File: src/rtl/fetch_sequencer_if.sv
// Instruction-memory request/response bus between the fetch sequencer and imem.
interface fetch_sequencer_if #(
  parameter int WORD    = 64,
  parameter int INSTR_W = 32
);
  logic               imem_req;
  logic [WORD-1:0]    imem_addr;
  logic               imem_ready;
  logic [INSTR_W-1:0] imem_data;

  modport master (output imem_req, imem_addr, input imem_ready, imem_data);
  modport slave  (input imem_req, imem_addr, output imem_ready, imem_data);
endinterface

File: src/rtl/fetch_sequencer.sv
// Fetch-stage PC sequencer: one outstanding imem request, holds the returned
// instruction for decode, redirects on taken branches, sticky fault on timeout/misalignment.
module fetch_sequencer #(
  parameter int              WORD     = 64,
  parameter int              INSTR_W  = 32,
  parameter logic [WORD-1:0] RESET_PC = '0,
  parameter int              PC_INC   = 4,
  parameter int              MAX_WAIT = 16
) (
  input  logic                clk,
  input  logic                reset,
  input  logic                stall,
  input  logic                dec_ready,
  input  logic                br_taken,
  input  logic [WORD-1:0]     br_target,
  fetch_sequencer_if.master   imem,
  output logic [INSTR_W-1:0]  instr,
  output logic [WORD-1:0]     instr_pc,
  output logic                instr_valid,
  output logic [WORD-1:0]     pc,
  output logic                fetch_fault
);

  typedef enum logic [2:0] {S_IDLE, S_REQ, S_WAIT, S_HOLD, S_FAULT} state_t;

  localparam int               CNT_W    = $clog2(MAX_WAIT + 1);
  localparam logic [CNT_W-1:0] CNT_LAST = CNT_W'(MAX_WAIT - 1);
  localparam logic [WORD-1:0]  PC_STEP  = WORD'(PC_INC);

  state_t           state;
  logic [CNT_W-1:0] wait_cnt;
  logic             flush;
  logic             req_q;
  logic             br_bad;
  logic             br_ok;

  assign br_bad         = br_taken && (br_target[1:0] != 2'b00);
  assign br_ok          = br_taken && !br_bad;
  assign imem.imem_addr = pc;
  assign imem.imem_req  = req_q;

  // imem_req is registered, so it is raised on every transition into S_REQ.
  always_ff @(posedge clk) begin
    if (reset) begin
      state       <= S_IDLE;
      pc          <= RESET_PC;
      wait_cnt    <= '0;
      flush       <= 1'b0;
      req_q       <= 1'b0;
      instr       <= '0;
      instr_pc    <= '0;
      instr_valid <= 1'b0;
      fetch_fault <= 1'b0;
    end else begin
      req_q <= 1'b0;
      if (state != S_FAULT && br_bad) begin
        state       <= S_FAULT;
        fetch_fault <= 1'b1;
        instr_valid <= 1'b0;
        flush       <= 1'b0;
      end else begin
        if (state != S_FAULT && br_ok) begin
          pc <= br_target;
        end
        unique case (state)
          S_IDLE: begin
            if (!stall) begin
              state <= S_REQ;
              req_q <= 1'b1;
            end
          end
          S_REQ: begin
            state    <= S_WAIT;
            wait_cnt <= '0;
            if (br_ok) begin
              flush <= 1'b1;
            end
          end
          S_WAIT: begin
            if (imem.imem_ready) begin
              // A redirect seen before or with the response makes the data stale.
              if (flush || br_ok) begin
                flush <= 1'b0;
                state <= S_REQ;
                req_q <= 1'b1;
              end else begin
                instr       <= imem.imem_data;
                instr_pc    <= pc;
                instr_valid <= 1'b1;
                pc          <= pc + PC_STEP;
                state       <= S_HOLD;
              end
            end else begin
              if (br_ok) begin
                flush <= 1'b1;
              end
              if (wait_cnt == CNT_LAST) begin
                state       <= S_FAULT;
                fetch_fault <= 1'b1;
              end else begin
                wait_cnt <= wait_cnt + 1'b1;
              end
            end
          end
          S_HOLD: begin
            if (br_ok || (dec_ready && !stall)) begin
              instr_valid <= 1'b0;
              state       <= S_REQ;
              req_q       <= 1'b1;
            end
          end
          S_FAULT: begin
          end
          default: begin
            state <= S_IDLE;
          end
        endcase
      end
    end
  end

endmodule

File: src/flat_wrapper.sv
// flat-port wrapper written by rule: the top's interface ports become plain ports
module fetch_sequencer_flat 
#(
  parameter int              WORD     = 64,
  parameter int              INSTR_W  = 32,
  parameter logic [WORD-1:0] RESET_PC = '0,
  parameter int              PC_INC   = 4,
  parameter int              MAX_WAIT = 16
)
  (clk, reset, stall, dec_ready, br_taken, br_target, instr, instr_pc, instr_valid, pc, fetch_fault, imem_imem_req, imem_imem_addr, imem_imem_ready, imem_imem_data);
  fetch_sequencer_if #(.WORD(WORD), .INSTR_W(INSTR_W)) imem_i ();
  input  logic clk;
  input  logic reset;
  input  logic stall;
  input  logic dec_ready;
  input  logic br_taken;
  input  logic [WORD-1:0] br_target;
  output logic [INSTR_W-1:0] instr;
  output logic [WORD-1:0] instr_pc;
  output logic instr_valid;
  output logic [WORD-1:0] pc;
  output logic fetch_fault;
  output wire logic [$bits(imem_i.imem_req)-1:0] imem_imem_req;
  output wire logic [$bits(imem_i.imem_addr)-1:0] imem_imem_addr;
  input wire logic [$bits(imem_i.imem_ready)-1:0] imem_imem_ready;
  input wire logic [$bits(imem_i.imem_data)-1:0] imem_imem_data;
  assign imem_imem_req = imem_i.imem_req;
  assign imem_imem_addr = imem_i.imem_addr;
  assign imem_i.imem_ready = imem_imem_ready;
  assign imem_i.imem_data = imem_imem_data;
  fetch_sequencer #(.WORD(WORD), .INSTR_W(INSTR_W), .RESET_PC(RESET_PC), .PC_INC(PC_INC), .MAX_WAIT(MAX_WAIT)) u_core (.clk(clk), .reset(reset), .stall(stall), .dec_ready(dec_ready), .br_taken(br_taken), .br_target(br_target), .imem(imem_i), .instr(instr), .instr_pc(instr_pc), .instr_valid(instr_valid), .pc(pc), .fetch_fault(fetch_fault));
endmodule
File: config.mk
export PLATFORM = sky130hd
export DESIGN_NAME = fetch_sequencer_flat
export DESIGN_NICKNAME = d
export VERILOG_FILES = /design/src/rtl/fetch_sequencer_if.sv /design/src/rtl/fetch_sequencer.sv /design/src/flat_wrapper.sv
export SDC_FILE = /design/constraint.sdc
export NUM_CORES = 1
export LEC_CHECK = 0
export CAP_MARGIN = 20
export CORE_MARGIN = 2
export CORE_UTILIZATION = 30
export DETAILED_ROUTE_END_ITERATION = 10
export HOLD_SLACK_MARGIN = 0.03
export REMOVE_ABC_BUFFERS = 1
export SYNTH_ARGS = -nofsm -noshare
export SYNTH_HDL_FRONTEND = slang
export SYNTH_SLANG_ARGS = --single-unit
File: constraint.sdc
create_clock -name clk -period 3 [get_ports clk]
set_input_delay 0.75 -clock clk [delete_from_list [all_inputs] [get_ports clk]]
set_output_delay 0.75 -clock clk [all_outputs]
set_load 0.02 [all_outputs]
# == Word-level counts from Yosys, hierarchy flattened ==
# Index checks and enable logic that the tools add are counted.
# classes
n_mul,0
shift,0
n_addsub,2
mux,31
n_bitwise,3
eq_ne,19
n_lt_le_gt_ge,0
reduce_logical,23
n_div,0
# ops
op,count
two-way mux 64 bit,4
"adder 64 x 3 -> 64 bit, second input constant",1
AND reduction 4 bit,5
two-way mux 3 bit,5
one-hot mux 3 bit (5 select lines),1
two-way mux 1 bit,14
two-way mux 5 bit,2
"inequality test 2 bit, second input constant",5
one-hot mux 5 bit (2 select lines),1
nonzero test 2 bit,5
"inequality test 3 x 2 -> 1 bit, second input constant",3
"equality test 3 x 2 -> 1 bit, second input constant",2
"inequality test 2 x 1 -> 1 bit, second input constant",3
"adder 5 x 1 -> 5 bit, second input constant",1
"equality test 5 x 4 -> 1 bit, second input constant",1
logical AND 1 bit,5
"inequality test 4 x 2 -> 1 bit, second input constant",1
one-hot mux 1 bit (2 select lines),2
"equality test 3 x 1 -> 1 bit, second input constant",1
"equality test 3 bit, second input constant",1
logical NOT 3 bit,1
"inequality test 3 x 1 -> 1 bit, second input constant",1
"inequality test 3 bit, second input constant",1
inverter 1 bit,3
other kinds (7),9
# word_totals
reg_bits,172
rom_bits,0
ram_bits,0
out_inout_bits,227
inputBits,102
wordCells,88
latch_bits,0
memories,0

# == Logic depth before layout (Yosys ltp) ==
# Gate-level depths: netlist of run 1.
# depth
ltp_word,9
depth_mapped,10
mapped_depth_nobuf,9

# == Worst setup path before layout of run 1 ==
# No wires, ideal clock.
# synth_timing
kind,register -> register
startpoint,"reg u_core.pc[11], in the netlist u_core.imem.imem_addr[11]"
endpoint,"reg u_core.pc[62], in the netlist u_core.imem.imem_addr[62]"
synth_period_minus_slack_ns,2.530
required_ns,2.879
arrival_ns,2.410
setup_time_ns,0.121
path_slack_ns,0.470
path_stages_with_launch,8
n_path_buf,1
path_cell_list,dfxtp_1 clkbuf_1 nand4_1 or4_1 nor3_2 nand4_1 nor3_1 mux2_2
# synth_between
elab_chain_cells,4
# synth_lines
element,line_no,text
start: declaration,fetch_sequencer.sv:20,"output logic [WORD-1:0] pc,"
start signal: assignment,fetch_sequencer.sv:63,pc <= br_target;
start signal: assignment,fetch_sequencer.sv:90,pc <= pc + PC_STEP;
adder 64 x 3 -> 64 bit,fetch_sequencer.sv:90,
two-way mux 64 bit,fetch_sequencer.sv:82,if (flush || br_ok) begin
two-way mux 64 bit,fetch_sequencer.sv:80,if (imem.imem_ready) begin
two-way mux 64 bit,fetch_sequencer.sv:65,unique case (state)
# No other way between the ends.
# A chain may end at the register's enable or synchronous reset.

# == Worst setup path after layout of run 1 ==
# layout_timing
startpoint,reg u_core.state[0]
endpoint,"reg u_core.pc[50], in the netlist u_core.imem.imem_addr[50]"
# layout_between
elab_chain_cells,6
word_cells_on_any_way,8
classes_between,eq/ne: 2; mux: 4; reduce/logical: 2
# layout_lines
element,line_no,text
start: declaration,fetch_sequencer.sv:30,state_t state;
start signal: assignment,fetch_sequencer.sv:45,state <= S_IDLE;
start signal: assignment,fetch_sequencer.sv:57,state <= S_FAULT;
start signal: assignment,fetch_sequencer.sv:68,state <= S_REQ;
inequality test 3 bit,"fetch_sequencer.sv:56, fetch_sequencer.sv:62",
logical AND 1 bit,fetch_sequencer.sv:62,if (state != S_FAULT && br_ok) begin
two-way mux 64 bit,fetch_sequencer.sv:62,
two-way mux 64 bit,fetch_sequencer.sv:82,
two-way mux 64 bit,fetch_sequencer.sv:80,
two-way mux 64 bit,fetch_sequencer.sv:65,
# Several ways; a longest one is shown, not always the timed one.

==> results of run 1 <==
## cell families after synthesis
logic type / synth area share [%]
adders and majority gates: 0.438
buffers and inverters: 10.4
muxes: 1.90
AOI/OAI and AO/OA: 19.6
and+or+nand+nor: 27.2
xor gates and xnor gates: 0.306
DFF: 40.2
## tightest hold or removal path, cell delays in order, from the launching register on
cell and delay [ps]:
dfxtp_1 310, nand2_1 50, a21oi_1 50
## cell type report
class | count | area share [%]
antenna | 1 | 0.0194
sequential | 172 | 26.7
clock buffer | 18 | 3.40
multi-input combinational | 803 | 33.0
inverter | 16 | 0.466
clock inverter | 14 | 1.76
tap | 378 | 3.67
timing repair buffer | 406 | 31.0
## layer usage
layer	up-vias	wire length, µm	GRT usage, %
li1	4484	-	-
met1	4382	14100	26.4
met2	373	15700	35.9
met3	33	2010	5.08
met4	0	479	5.01
met5	-	0	0
## Yosys cell counts (all sizes together) (4+ instances only)
cell       n  area (µm²)
a211oi    12        90.1
and4       6        52.6
mux2i     14         140
nor3      35         191
dfxtp    172        3440
inv       16        60.1
nand3     32         165
or4        5        37.5
o221ai     4        35.0
a21oi    149         757
a2111oi    6        71.3
a22oi      4        30.0
nand2b     6        37.5
and3      15        93.8
or3       11        68.8
nor4      17         106
o22ai     12        75.1
o21a       4        30.0
buf       87         609
o21ai     41         205
o21bai     4        30.0
nand4     20         125
clkbuf    60         225
nand2    245         920
and2       5        31.3
o211ai     5        37.5
nor3b      5        42.5
a311oi     6        52.6
o31a       4        35.0
nor2      85         327
a31oi     14        87.6
## placed cells by master (no fill, tap or decap), types with 14 or more instances in the layout
cell type | netlist | layout
clkdlybuf4s50_1 | 0 | 327
nand2_1 | 245 | 244
dfxtp_1 | 172 | 172
a21oi_1 | 148 | 147
nor2_1 | 84 | 84
buf_4 | 65 | 68
o21ai_0 | 38 | 38
nor3_1 | 33 | 33
nand3_1 | 31 | 30
nand4_1 | 20 | 20
clkbuf_16 | 0 | 17
inv_1 | 16 | 16
nor4_1 | 17 | 16
and3_1 | 15 | 15
mux2i_1 | 14 | 14
a31oi_1 | 14 | 14
## what timing repair did
item / CTS / global route
setup endpoints to repair: 0 / 1
gates resized for setup: 0 / 1
hold buffers: 0 / 0
## stage by stage
step           power (mW)  setup slack, ps  hold slack [ps]  util, %  TNS, ps
2_1_floorplan        2.73             -630              426        -   -38550
3_3_place_gp         3.24             51.6              438     43.8        0
3_5_place_dp         3.25            -21.0              446     43.8    -38.2
4_1_cts              5.83              218              455     46.2        0
5_1_grt              5.98              138              469     46.2        0
6_report             5.76              424              452     46.2        0
## sequential cells by signal (all words and copies together), names as in the netlist
register and count:
u_core.imem.imem_addr 64, u_core.state 3, u_core.instr_valid 1, u_core.fetch_fault 1
u_core.instr 32, u_core.instr_pc 64, u_core.flush 1, u_core.wait_cnt 5
u_core.imem.imem_req 1
## power by group through the flow
stage	Sequential, mW	Clock [mW]	Combinational, mW
3_5_place_dp	2.44	0	0.806
6_report	2.39	2.56	0.809
5_1_grt	2.40	2.72	0.859
4_1_cts	2.39	2.63	0.810
2_1_floorplan	2.56	0	0.168
3_3_place_gp	2.44	0	0.802
## worst max-delay path by stage
stage | end | slack (ps)
5_1_grt | u_core.imem.imem_addr[44] | 140
4_1_cts | u_core.imem.imem_addr[50] | 220
2_1_floorplan | u_core.imem.imem_addr[50] | -630
3_3_place_gp | u_core.imem.imem_addr[50] | 50
6_report | u_core.imem.imem_addr[50] | 420
3_5_place_dp | u_core.imem.imem_addr[50] | -20
==> out/qor.csv, run 1 <==
stage,metric,value,unit
clock_tree,ctsHtreeMaxLevel,4,
critical_path,crit_required,3340,ps
layout,layoutNonFillerInstCount,1808,
critical_path,reg2reg_from,u_core.state[0],
clock_tree,clkLatencyLatePin,430,ps
critical_path,rr_worst_depth,8,
clock_tree,cts_setup_buffers,0,
pwr,power_switching,1.51,mW
placed_design,hpwlAfterDp,23200,µm
global_route,gr-usage-all-layers,20.9,%
critical_path,cp_cell_sequence,or3b_1 > or4b_1 > buf_4 > nor2_4 > buf_12 > or3_1 > o21ai_1 > nor4b_1,
layout,area_delta_synth_final,50.4,%
placed_design,io_buffers,328,
floorplanning,io_pins,329,
sta,setup_viol,0,
global_route,grt_pass1_wl,49900,µm
synthesis,avgSynthCellArea,7.54,µm²
pwr,pwr-share-clk,44.5,%
placed_design,placed_area,12200,µm²
clock_tree,clock_sinks,172,
floorplanning,die_w,173,µm
placed_design,gp_congestion,0.864,
floorplanning,die_y,173,µm
clock_tree,cts_buffer_depth,2,
clock_tree,cts_root_buf,clkbuf_16,
pwr,power.density,446,nW/µm²
placed_design,place_inst,1775,
layout,multi_input_area,4260,µm²
critical_path,crit_type,flip-flop to flip-flop,
critical_path,worst-path-stages,8,
detailed_routing,drc,0,
detailed_routing,drt_pass1_iterations,5,
layout,layout.nets,1521,
sta,skew,11.1,ps
pwr,leakage,4.25,nW
sta,fin_crit,2580,ps
worst_hold_path,hold_path.class,flip-flop to flip-flop,
critical_path,r2r-end,u_core.imem.imem_addr[50],
pwr,p_comb_share,14.0,%
critical_path,path_buf_inv,2,
clock_tree,cts_tree,done,
critical_path,crit_family,simple AND/OR/NAND/NOR gates,
detailed_routing,finalWirelength,32300,µm
global_route,grt_max_degree,76,
sta,period_share,85.9,%
sta,slew_violations,0,
outcome,outcome,finished clean,
worst_hold_path,whs_endpoint,u_core.wait_cnt[4],
clock_tree,numCtsBuffers,17,
layout,drive_above_1_share,9.31,%
floorplanning,std_cell_rows,61,
synthesis,yosys_warnings,0,
detailed_routing,drtIter0Drc,704,
synthesis,synth-seq-cells,172,
floorplanning,core,27900,µm²
synthesis,async_flop_share,0,%
job,maxCapViolCount,0,
synthesis,synth_edf_count,0,
global_route,grt_pass1_vias,8563,
pwr,ir_drop,334,µV
global_route,antenna_found_initial,1,
synthesis,ys_seq_area_share,40.2,%
sta,rsz0062_at_grt,false,
synthesis,synthesis.area,8580,µm²
sta,slew_headroom,60.8,%
floorplanning,initial_core_util,30.7,%
global_route,grt_overflow_total,0,
detailed_routing,viasPerCell,5.13,
pwr,swShare,26.3,%
synthesis,synth-main-ff-cell,dfxtp_1,
worst_hold_path,hold_depth,2,
detailed_routing,antenna_left,0,
sta,tightest_slew,583,ps
layout,design_area,12900,µm²
detailed_routing,drt-wirelength-per-cell,17.9,µm
critical_path,cp-end-kind,flip-flop,
sta,final-hold-violation-count,0,
critical_path,worstPathArrival,2910,ps
critical_path,path_max_fanout,18,
worst_hold_path,hp-start,u_core.wait_cnt[4],
sta,fmax,0.388,GHz
synthesis,postSynthCellCount,1138,
critical_path,cp-start-kind,flip-flop,
synthesis,yosysUniqueCellTypes,65,
pwr,sequentialPowerShare,41.5,%
critical_path,r2r_slack,420,ps
critical_path,cpPeakStageDelay,570,ps
detailed_routing,via_count,9272,
layout,fillers,2799,
critical_path,critPathLaunch,u_core.state[0],
layout,final-seq-area,3440,µm²
floorplanning,die-area,30000,µm²
critical_path,slowest_stage,or4b_1,
clock_tree,path_clk_slew,80,ps
pwr,internal_power,4.25,mW
No activity file was read; power rests on OpenSTA's default activity.
==> inputs of run 2 (changes only) <==
--- a/config.mk
+++ b/config.mk
@@ -10,6 +10,7 @@
 export CORE_UTILIZATION = 30
 export DETAILED_ROUTE_END_ITERATION = 10
 export HOLD_SLACK_MARGIN = 0.03
+export PLACE_DENSITY = 0.54
 export REMOVE_ABC_BUFFERS = 1
 export SYNTH_ARGS = -nofsm -noshare
 export SYNTH_HDL_FRONTEND = slang
==> out/qor.csv, run 2 (synthesis results as in run 1) <==
stage,metric,value,unit,change
outcome,outcome,finished clean,,
layout,area_delta_synth_final,49.9,%,
floorplanning,io_pins,329,,unchanged
clock_tree,ctsHtreeMaxLevel,4,,unchanged
placed_design,gp_congestion,0.827,,-4.3%
sta,slew_headroom,63.7,%,+2.9 points
job,maxCapViolCount,0,,unchanged
pwr,swShare,26.7,%,+0.48 points
detailed_routing,viasPerCell,5.10,,-0.60%
critical_path,crit_type,flip-flop to flip-flop,,
layout,layout_commonest_cell,clkdlybuf4s50_1,,
sta,fin_crit,2750,ps,+174 ps
clock_tree,hold_buffers,0,,unchanged
pwr,ir_drop,274,µV,-18%
pwr,internal_power,4.04,mW,-4.7%
pwr,power.density,429,nW/µm²,-3.8%
detailed_routing,drtIter0Drc,810,,+15%
sta,slew_violations,0,,unchanged
critical_path,cp-end-kind,flip-flop,,
detailed_routing,finalWirelength,32600,µm,+0.97%
pwr,leakage,4.24,nW,-0.37%
detailed_routing,antenna_left,0,,unchanged
clock_tree,path_clk_slew,70,ps,about the same
critical_path,cp-start-kind,flip-flop,,
clock_tree,cts_buffer_depth,2,,unchanged
clock_tree,clkLatencyLatePin,430,ps,about the same
sta,tightest_slew,539,ps,-43.7 ps
critical_path,worstPathArrival,3060,ps,+150 ps
floorplanning,die_y,173,µm,unchanged
pwr,power_switching,1.48,mW,-2.3%
clock_tree,cts_root_buf,clkbuf_16,,
pwr,sequentialPowerShare,43.3,%,+1.8 points
floorplanning,initial_core_util,30.7,%,unchanged
detailed_routing,via_count,9237,,-0.38%
detailed_routing,drc,0,,unchanged
placed_design,placed_area,12300,µm²,+0.21%
sta,fmax,0.364,GHz,-6.3%
clock_tree,clock_sinks,172,,unchanged
worst_hold_path,hold_path.class,flip-flop to flip-flop,,
global_route,grt_pass1_vias,8660,,+1.1%
clock_tree,cts_tree,done,,
detailed_routing,drt_pass1_iterations,5,,unchanged
sta,final-hold-violation-count,0,,unchanged
placed_design,hpwlAfterDp,23800,µm,+2.4%
layout,layout.nets,1526,,+0.33%
clock_tree,numCtsBuffers,17,,unchanged
detailed_routing,drt-wirelength-per-cell,18.0,µm,+0.75%
layout,drive_above_1_share,9.49,%,+0.18 points
sta,setup_viol,0,,unchanged
sta,skew,15.4,ps,+4.26 ps
pwr,pwr-share-clk,42.1,%,-2.4 points
floorplanning,core,27900,µm²,unchanged
layout,design_area,12900,µm²,-0.32%
floorplanning,std_cell_rows,61,,unchanged
floorplanning,die-area,30000,µm²,unchanged
pwr,p_comb_share,14.6,%,+0.6 points
global_route,grt_overflow_total,0,,unchanged
sta,period_share,91.7,%,+5.8 points
critical_path,crit_required,3310,ps,-30 ps
global_route,grt_pass1_wl,49800,µm,-0.25%
sta,tns,0,ps,unchanged
sta,rsz0062_at_grt,false,,
layout,layout_common_cells,"327 x clkdlybuf4s50_1, 244 x nand2_1, 172 x dfxtp_1",,
floorplanning,die_w,173,µm,unchanged
clock_tree,cts_setup_buffers,0,,unchanged
placed_design,io_buffers,328,,unchanged
clock_tree,post_cts_resized,0,,unchanged
critical_path,path_max_fanout,11,,-7
global_route,grt_max_degree,80,,+5.3%
global_route,antenna_found_initial,1,,unchanged
global_route,gr-usage-all-layers,20.9,%,-0.023 points
## run 2: cell types whose count changed in the layout (fill, tap and decap cells not counted), moves of 2 or more
cell / before / now
buf_4: 68 / 74
bufinv_16: 5 / 3
clkbuf_1: 0 / 2
clkinv_2: 0 / 2
## run 2: worst max-delay path: stages, from the launching register on
cell and delay (ps):
dfxtp_1 520, ha_1 330, and4_1 420, and4_1 310, nand3_2 290, nor3_1 290
mux2i_1 110, a2111oi_0 370
## run 2: power groups by stage
stage	sequential, mW	clock (mW)	combinational [mW]
2_1_floorplan	2.56	0	0.168
4_1_cts	2.39	2.38	0.809
5_1_grt	2.40	2.46	0.858
3_5_place_dp	2.44	0	0.805
3_3_place_gp	2.44	0	0.803
6_report	2.39	2.33	0.807
## run 2: worst paths after layout
path	from	to	slack (ps)	cells past startpoint
worst max-delay path	u_core.imem.imem_addr[3]	u_core.imem.imem_addr[44]	250	7
worst min-delay path	u_core.instr[27]	u_core.instr[27]	450	2
worst max register to register	u_core.imem.imem_addr[3]	u_core.imem.imem_addr[44]	250	7
worst min register to register	u_core.instr[27]	u_core.instr[27]	450	2
## run 2: metal layers
metal | part of all wire, % | wire (µm) | up-vias | global-route usage (%)
met3 | 6.6 | 2160 | 36 | 4.35
met2 | 46 | 15100 | 369 | 34.2
li1 | - | - | 4490 | -
met1 | 45 | 14700 | 4342 | 27.7
met5 | 0 | 0 | - | 0
met4 | 2.0 | 652 | 0 | 6.25
## run 2: layout make-up
| type | count | area [µm²] |
|---|---|---|
| clock inverters | 12 | 160 |
| flip-flops and latches | 172 | 3440 |
| diodes | 1 | 2.50 |
| repair buffers | 411 | 4020 |
| multi-input cells | 803 | 4270 |
| clock buffers | 19 | 433 |
| well taps | 378 | 473 |
| inverters | 16 | 60.1 |
| fillers | 2804 | 15100 |
## run 2: stage by stage
| stage | worst slack (ps) | total power [mW] | hold WS, ps | instances | utilization [%] |
|---|---|---|---|---|---|
| floorplan | -630 | 2.73 | 426 | 991 | - |
| global placement | 67.0 | 3.24 | 440 | 1780 | 43.9 |
| detailed placement | 3.92 | 3.25 | 446 | 1780 | 43.9 |
| CTS | 81.8 | 5.57 | 456 | 1811 | 46.0 |
| global route | 19.1 | 5.72 | 466 | 1812 | 46.0 |
| finish | 250 | 5.52 | 454 | 1812 | 46.0 |
==> inputs of run 3 (changes only) <==
--- a/config.mk
+++ b/config.mk
@@ -5,7 +5,7 @@
 export SDC_FILE = /design/constraint.sdc
 export NUM_CORES = 1
 export LEC_CHECK = 0
-export CAP_MARGIN = 20
+export CAP_MARGIN = 0
 export CORE_MARGIN = 2
 export CORE_UTILIZATION = 30
 export DETAILED_ROUTE_END_ITERATION = 10
@@ -15,3 +15,4 @@
 export SYNTH_ARGS = -nofsm -noshare
 export SYNTH_HDL_FRONTEND = slang
 export SYNTH_SLANG_ARGS = --single-unit
+export TNS_END_PERCENT = 10
==> results of run 3 <==
Same layout as run 2: the final DEF is identical, and so are final timing and power.
